--- config.mk ---
export PLATFORM = sky130hd
export DESIGN_NAME = b_coeff_sequencer
export DESIGN_NICKNAME = d
export VERILOG_FILES = /design/src/rtl/b_coeff_sequencer.sv
export SDC_FILE = /design/constraint.sdc
export NUM_CORES = 1
export LEC_CHECK = 0
export CELL_PAD_IN_SITES_DETAIL_PLACEMENT = 1
export CELL_PAD_IN_SITES_GLOBAL_PLACEMENT = 1
export CORE_UTILIZATION = 24
export CTS_BUF_LIST = sky130_fd_sc_hd__clkbuf_8
export CTS_CLUSTER_DIAMETER = 120
export CTS_CLUSTER_SIZE = 20
export DETAILED_ROUTE_END_ITERATION = 8
export PLACE_DENSITY_LB_ADDON = 0.1
export SKIP_LAST_GASP = 1
export SYNTH_ARGS = -nofsm -noshare
export SYNTH_HDL_FRONTEND = slang
export SYNTH_SLANG_ARGS = --single-unit
--- constraint.sdc ---
create_clock -name CLK -period 3.1 [get_ports CLK]
set_clock_uncertainty 0.15 [all_clocks]
set_input_delay 0.465 -clock CLK [delete_from_list [all_inputs] [get_ports CLK]]
set_output_delay 0.465 -clock CLK [all_outputs]
set_load 0.02 [all_outputs]
--- src/rtl/b_coeff_sequencer.sv ---
// b_coeff_sequencer: double-buffered coefficient controller for the DSP48E1
// dual B register (BREG=2, B_INPUT="DIRECT"). B1 holds the next coefficient
// and B2 holds the active one. SWAP_REQ promotes B1 to B2.
// Optional feature: define B_EARLY_USE_EN to let the multiplier read B1
// directly while B2 is still empty.
module b_coeff_sequencer #(
    parameter int CNT_W = 8
) (
    input  logic               CLK,
    input  logic               RST,
    input  logic signed [17:0] COEF_IN,
    input  logic               COEF_VALID,
    output logic               COEF_READY,
    input  logic               SWAP_REQ,
    input  logic               FLUSH,
    output logic signed [17:0] B,
    output logic               CEB1,
    output logic               CEB2,
    output logic               INMODE_4,
    output logic               RSTB,
    output logic               MULT_VALID,
    output logic               SWAP_ACK,
    output logic [CNT_W-1:0]   SWAP_CNT
);

    // The state encoding is {b1_valid, b2_valid}, so each stage's valid flag
    // is a single bit of the state register.
    typedef enum logic [1:0] {
        S_EMPTY = 2'b00,
        S_B2    = 2'b01,
        S_B1    = 2'b10,
        S_BOTH  = 2'b11
    } state_t;

    state_t           state;
    state_t           state_next;
    logic             swap_pend;
    logic             swap_pend_next;
    logic [CNT_W-1:0] swap_cnt_next;

    logic b1_valid;
    logic b2_valid;
    logic accept;
    logic swap_fire;
    logic early_sel;

    assign b1_valid = state[1];
    assign b2_valid = state[0];

    // The B register input is the requester's data with no pipeline stage in between.
    assign B = COEF_IN;

    // Handshake and register strobes. Reset and flush both block any write into B1 or B2.
    always_comb begin
        COEF_READY = ~b1_valid & ~FLUSH & ~RST;
        accept     = COEF_VALID & COEF_READY;
        swap_fire  = b1_valid & (SWAP_REQ | swap_pend) & ~FLUSH & ~RST;
        CEB1       = accept;
        CEB2       = swap_fire;
        SWAP_ACK   = swap_fire;
        RSTB       = RST | FLUSH;
    end

`ifdef B_EARLY_USE_EN
    // While only B1 holds data, steer the multiplier to B1 so it can start early.
    always_comb begin
        early_sel = b1_valid & ~b2_valid & ~RST;
    end
`else
    // B1 is never read directly. The multiplier always uses B2.
    always_comb begin
        early_sel = 1'b0;
    end
`endif

    // Multiplier source select and validity of whichever operand it selects.
    always_comb begin
        INMODE_4   = early_sel;
        MULT_VALID = b2_valid | (b1_valid & early_sel);
    end

    // Next-state logic. Flush beats swap, and swap beats accept. Accept and
    // swap cannot coincide anyway, because B1 must be empty to accept.
    always_comb begin
        state_next     = state;
        swap_pend_next = swap_pend;
        swap_cnt_next  = SWAP_CNT;
        if (FLUSH) begin
            state_next     = S_EMPTY;
            swap_pend_next = 1'b0;
        end else if (swap_fire) begin
            state_next     = S_B2;
            swap_pend_next = 1'b0;
            swap_cnt_next  = SWAP_CNT + 1'b1;
        end else begin
            if (accept) begin
                state_next = b2_valid ? S_BOTH : S_B1;
            end
            if (SWAP_REQ && !b1_valid) begin
                swap_pend_next = 1'b1;
            end
        end
    end

    // State, pending-swap flag and swap counter. All of them clear immediately on reset.
    always_ff @(posedge CLK or posedge RST) begin
        if (RST) begin
            state     <= S_EMPTY;
            swap_pend <= 1'b0;
            SWAP_CNT  <= '0;
        end else begin
            state     <= state_next;
            swap_pend <= swap_pend_next;
            SWAP_CNT  <= swap_cnt_next;
        end
    end

endmodule

==> metrics.yaml, run 1 <==
run_status:
  status: "completed"
sta:
  fin_crit_sh_pct: 90.7
  finalSetupViolCount: 0
  finalHoldViolCount: 0
  whs_ps: 316
  final_max_slew_viol_count: 0
  min_period_ps: 2810
  grt_setup_unrepaired: "no"
  fin_setup_tns_ps: 0
  fmax_mhz: 356
worst_setup_path:
  crit_path_start_kind: "input port"
  cp_max_fo: 9
  path_delay_family: "buffers and inverters"
  worstPathCellList: "clkdlybuf4s50_1 > or2_1 > nor3b_4 > clkdlybuf4s50_1"
  critPathCaptureType: "output pin"
  cpPeakStageDelay_ps: 640
  path_class: "in2out"
  cp_slowest_cell: "clkdlybuf4s50_1"
  required_ps: 2480
  arrival_ps: 2200
  crit_top_cell: "clkdlybuf4s50_1"
  path_buf_inv: 2
clocking:
  tritoncts: "yes"
  clock_latency_ps: 240
  post_cts_buffers: 0
  ctsRootBufferMaster: "clkbuf_8"
  cts.clk_slew.worst_paths_ps: 50
  cts_buffer_depth: 2
  hold_buffers: 0
  cts.sinks: 11
  cts_buffers: 3
  cts_resized: 0
  htree_num_levels: 1
global_routing:
  track_usage_pct: 10.1
  grt_pass1_vias: 439
  grt_pass1_wl_um: 2040
  antenna_found_initial: 0
  grt_max_degree: 13
  overflow: 0
route:
  dr.pass1.iters: 3
  drt_iter0_markers: 3
  drc: 0
  ant_nets: 0
  wl_um: 1280
  wl_per_cell_um: 13.0
  vias: 433
  viasPerCell: 4.42
floorplan:
  die_y_um: 54.9
  start_util_pct: 26.1
  core_mm2: 0.00257
  die_area_mm2: 0.00301
  io_pins: 56
  rows: 18
  die_width_um: 54.9
power:
  power.density_mw_per_mm2: 583
  irDropWorstVdd_mv: 0.269
  p_leak_nw: 0.369
flow_run:
  timing.max_cap.violations: 0
min_path:
  hold_class: "reg2reg"
layout:
  seq_area_um2: 275
  area_growth_pct: 16.4
  nets: 93
  drive_gt1_share_pct: 10.3
  multi_input_area_um2: 226
  fin_cells: 98
  diodes: 0
  n_fill_cell: 308
logic_synthesis:
  synth_compound_area_share_pct: 4.29
  postSynthAreaPerCell_um2: 10.2
  yosysWarnings: 0
  netlist_instances: 66
  yosysUniqueCellTypes: 20
  synth-seq-cells: 11
  synthAdderAreaFrac_pct: 1.87
  synth_mux_area_share_pct: 2.24
  syn-cell-area_um2: 671
  synth_fp_nets: 90
  synth_top_family_by_area: "buffers and inverters"
  yosysSeqAreaShare_pct: 41.0
  synth-xor-area-share_pct: 9.14
  synth-simple-area-share_pct: 15.7
place:
  io_buffer_count: 18
  gp_congestion: 0.704
  dp_hpwl_um: 981
  placed_cells: 94
-- final timing paths --
check                                        start  depth (start not counted)  slack (ps)                 endpoint
setup / recovery                             FLUSH                          4         290                 SWAP_ACK
hold / removal             SWAP_CNT[7]$_DFFE_PP0P_                          1         320  SWAP_CNT[7]$_DFFE_PP0P_
setup reg to reg             swap_pend$_DFFE_PP0P_                          4        1490  SWAP_CNT[1]$_DFFE_PP0P_
hold reg to reg            SWAP_CNT[7]$_DFFE_PP0P_                          1         320  SWAP_CNT[7]$_DFFE_PP0P_
min in group asynchronous                      RST                          2         450  SWAP_CNT[7]$_DFFE_PP0P_
max in group asynchronous                      RST                          2        2040     state[0]$_DFFE_PP0P_
-- routing by layer --
| metal | track usage, % | part of all wire [%] | vias to the layer above |
|---|---|---|---|
| li1 | - | - | 201 |
| met3 | 2.50 | 5.8 | 6 |
| met5 | 0 | 0 | - |
| met4 | 8.97 | 2.1 | 0 |
| met2 | 13.3 | 44 | 20 |
| met1 | 13.4 | 48 | 206 |
-- through the flow --
step                      util (%)  power [mW]  cell area (µm²)  setup WS [ps]
final                         30.4       0.455              781            288
after global routing          30.4       0.486              781            191
after global placement        28.6       0.315              734            302
after CTS                     30.4       0.465              781            274
after floorplan                  -       0.289              671           1030
after detailed placement      28.6       0.317              734            291
-- cell usage after synthesis --
master	instances	area share, %
nand4_1	3	2.8
o211ai_1	1	1.1
dfrtp_1	11	41
nor3b_4	1	2.8
a2bb2oi_1	1	1.3
conb_1	1	0.56
a21oi_1	1	0.75
a21o_1	1	1.1
ha_1	1	1.9
mux2_4	1	2.2
xor2_1	7	9.1
nor2_1	4	2.2
and2_1	1	0.93
nand2_1	2	1.1
or2_1	1	0.93
buf_6	1	1.7
inv_1	2	1.1
nor4_1	2	1.9
buf_4	20	22
nor3_1	4	3.0
-- placed cells by master (no fill, tap or decap), types with 2 or more instances in the layout --
cell and count:
clkbuf_8 3, clkdlybuf4s50_1 18, dfrtp_1 11, inv_1 2, nand2_1 2, nand4_1 3, nor2_1 4, nor3_1 4
nor4_1 2, xor2_1 7
-- cell families (layout without fill, tap and decap cells) --
family	count (synthesis)	in the layout
buf+inv	23	25
simple gates	18	18
flops	11	11
xor+xnor	7	7
compound gates	4	4
fa+ha+maj	1	1
other cells	1	1
mux	1	1
-- state kept, by name, indices dropped and copies added, names as in the netlist --
register / cells
SWAP_CNT: 8
state: 2
swap_pend: 1
-- worst reg2reg max path, stage by stage (launching register included) --
cell and delay (ps):
dfrtp_1 400, nor2_1 390, nor3b_4 100, buf_4 170, mux2_4 290
-- area by class of cell --
cell class	instances	share of cell area, %
sequential	11	35.3
tap	30	4.81
inverter	2	0.962
clock inverter	1	0.641
multi-input combinational	32	29.0
clock buffer	3	5.29
timing repair buffer	19	24.0
-- report_power, final --
| group | switching [mW] | leakage [nW] | internal, mW | total, mW |
|---|---|---|---|---|
| sequential | 0.0267 | 0.146 | 0.165 | 0.191 |
| combinational | 0.0588 | 0.197 | 0.0632 | 0.122 |
| clock | 0.0532 | 0.0255 | 0.0882 | 0.141 |
Power figures use the tool's default switching activity.
==> inputs of run 2 (changes only) <==
- HOLD_SLACK_MARGIN: not set -> 0.1
- TNS_END_PERCENT: not set -> 20
==> results of run 2 <==
The final DEF is identical to that of run 1; final timing and power are the same.
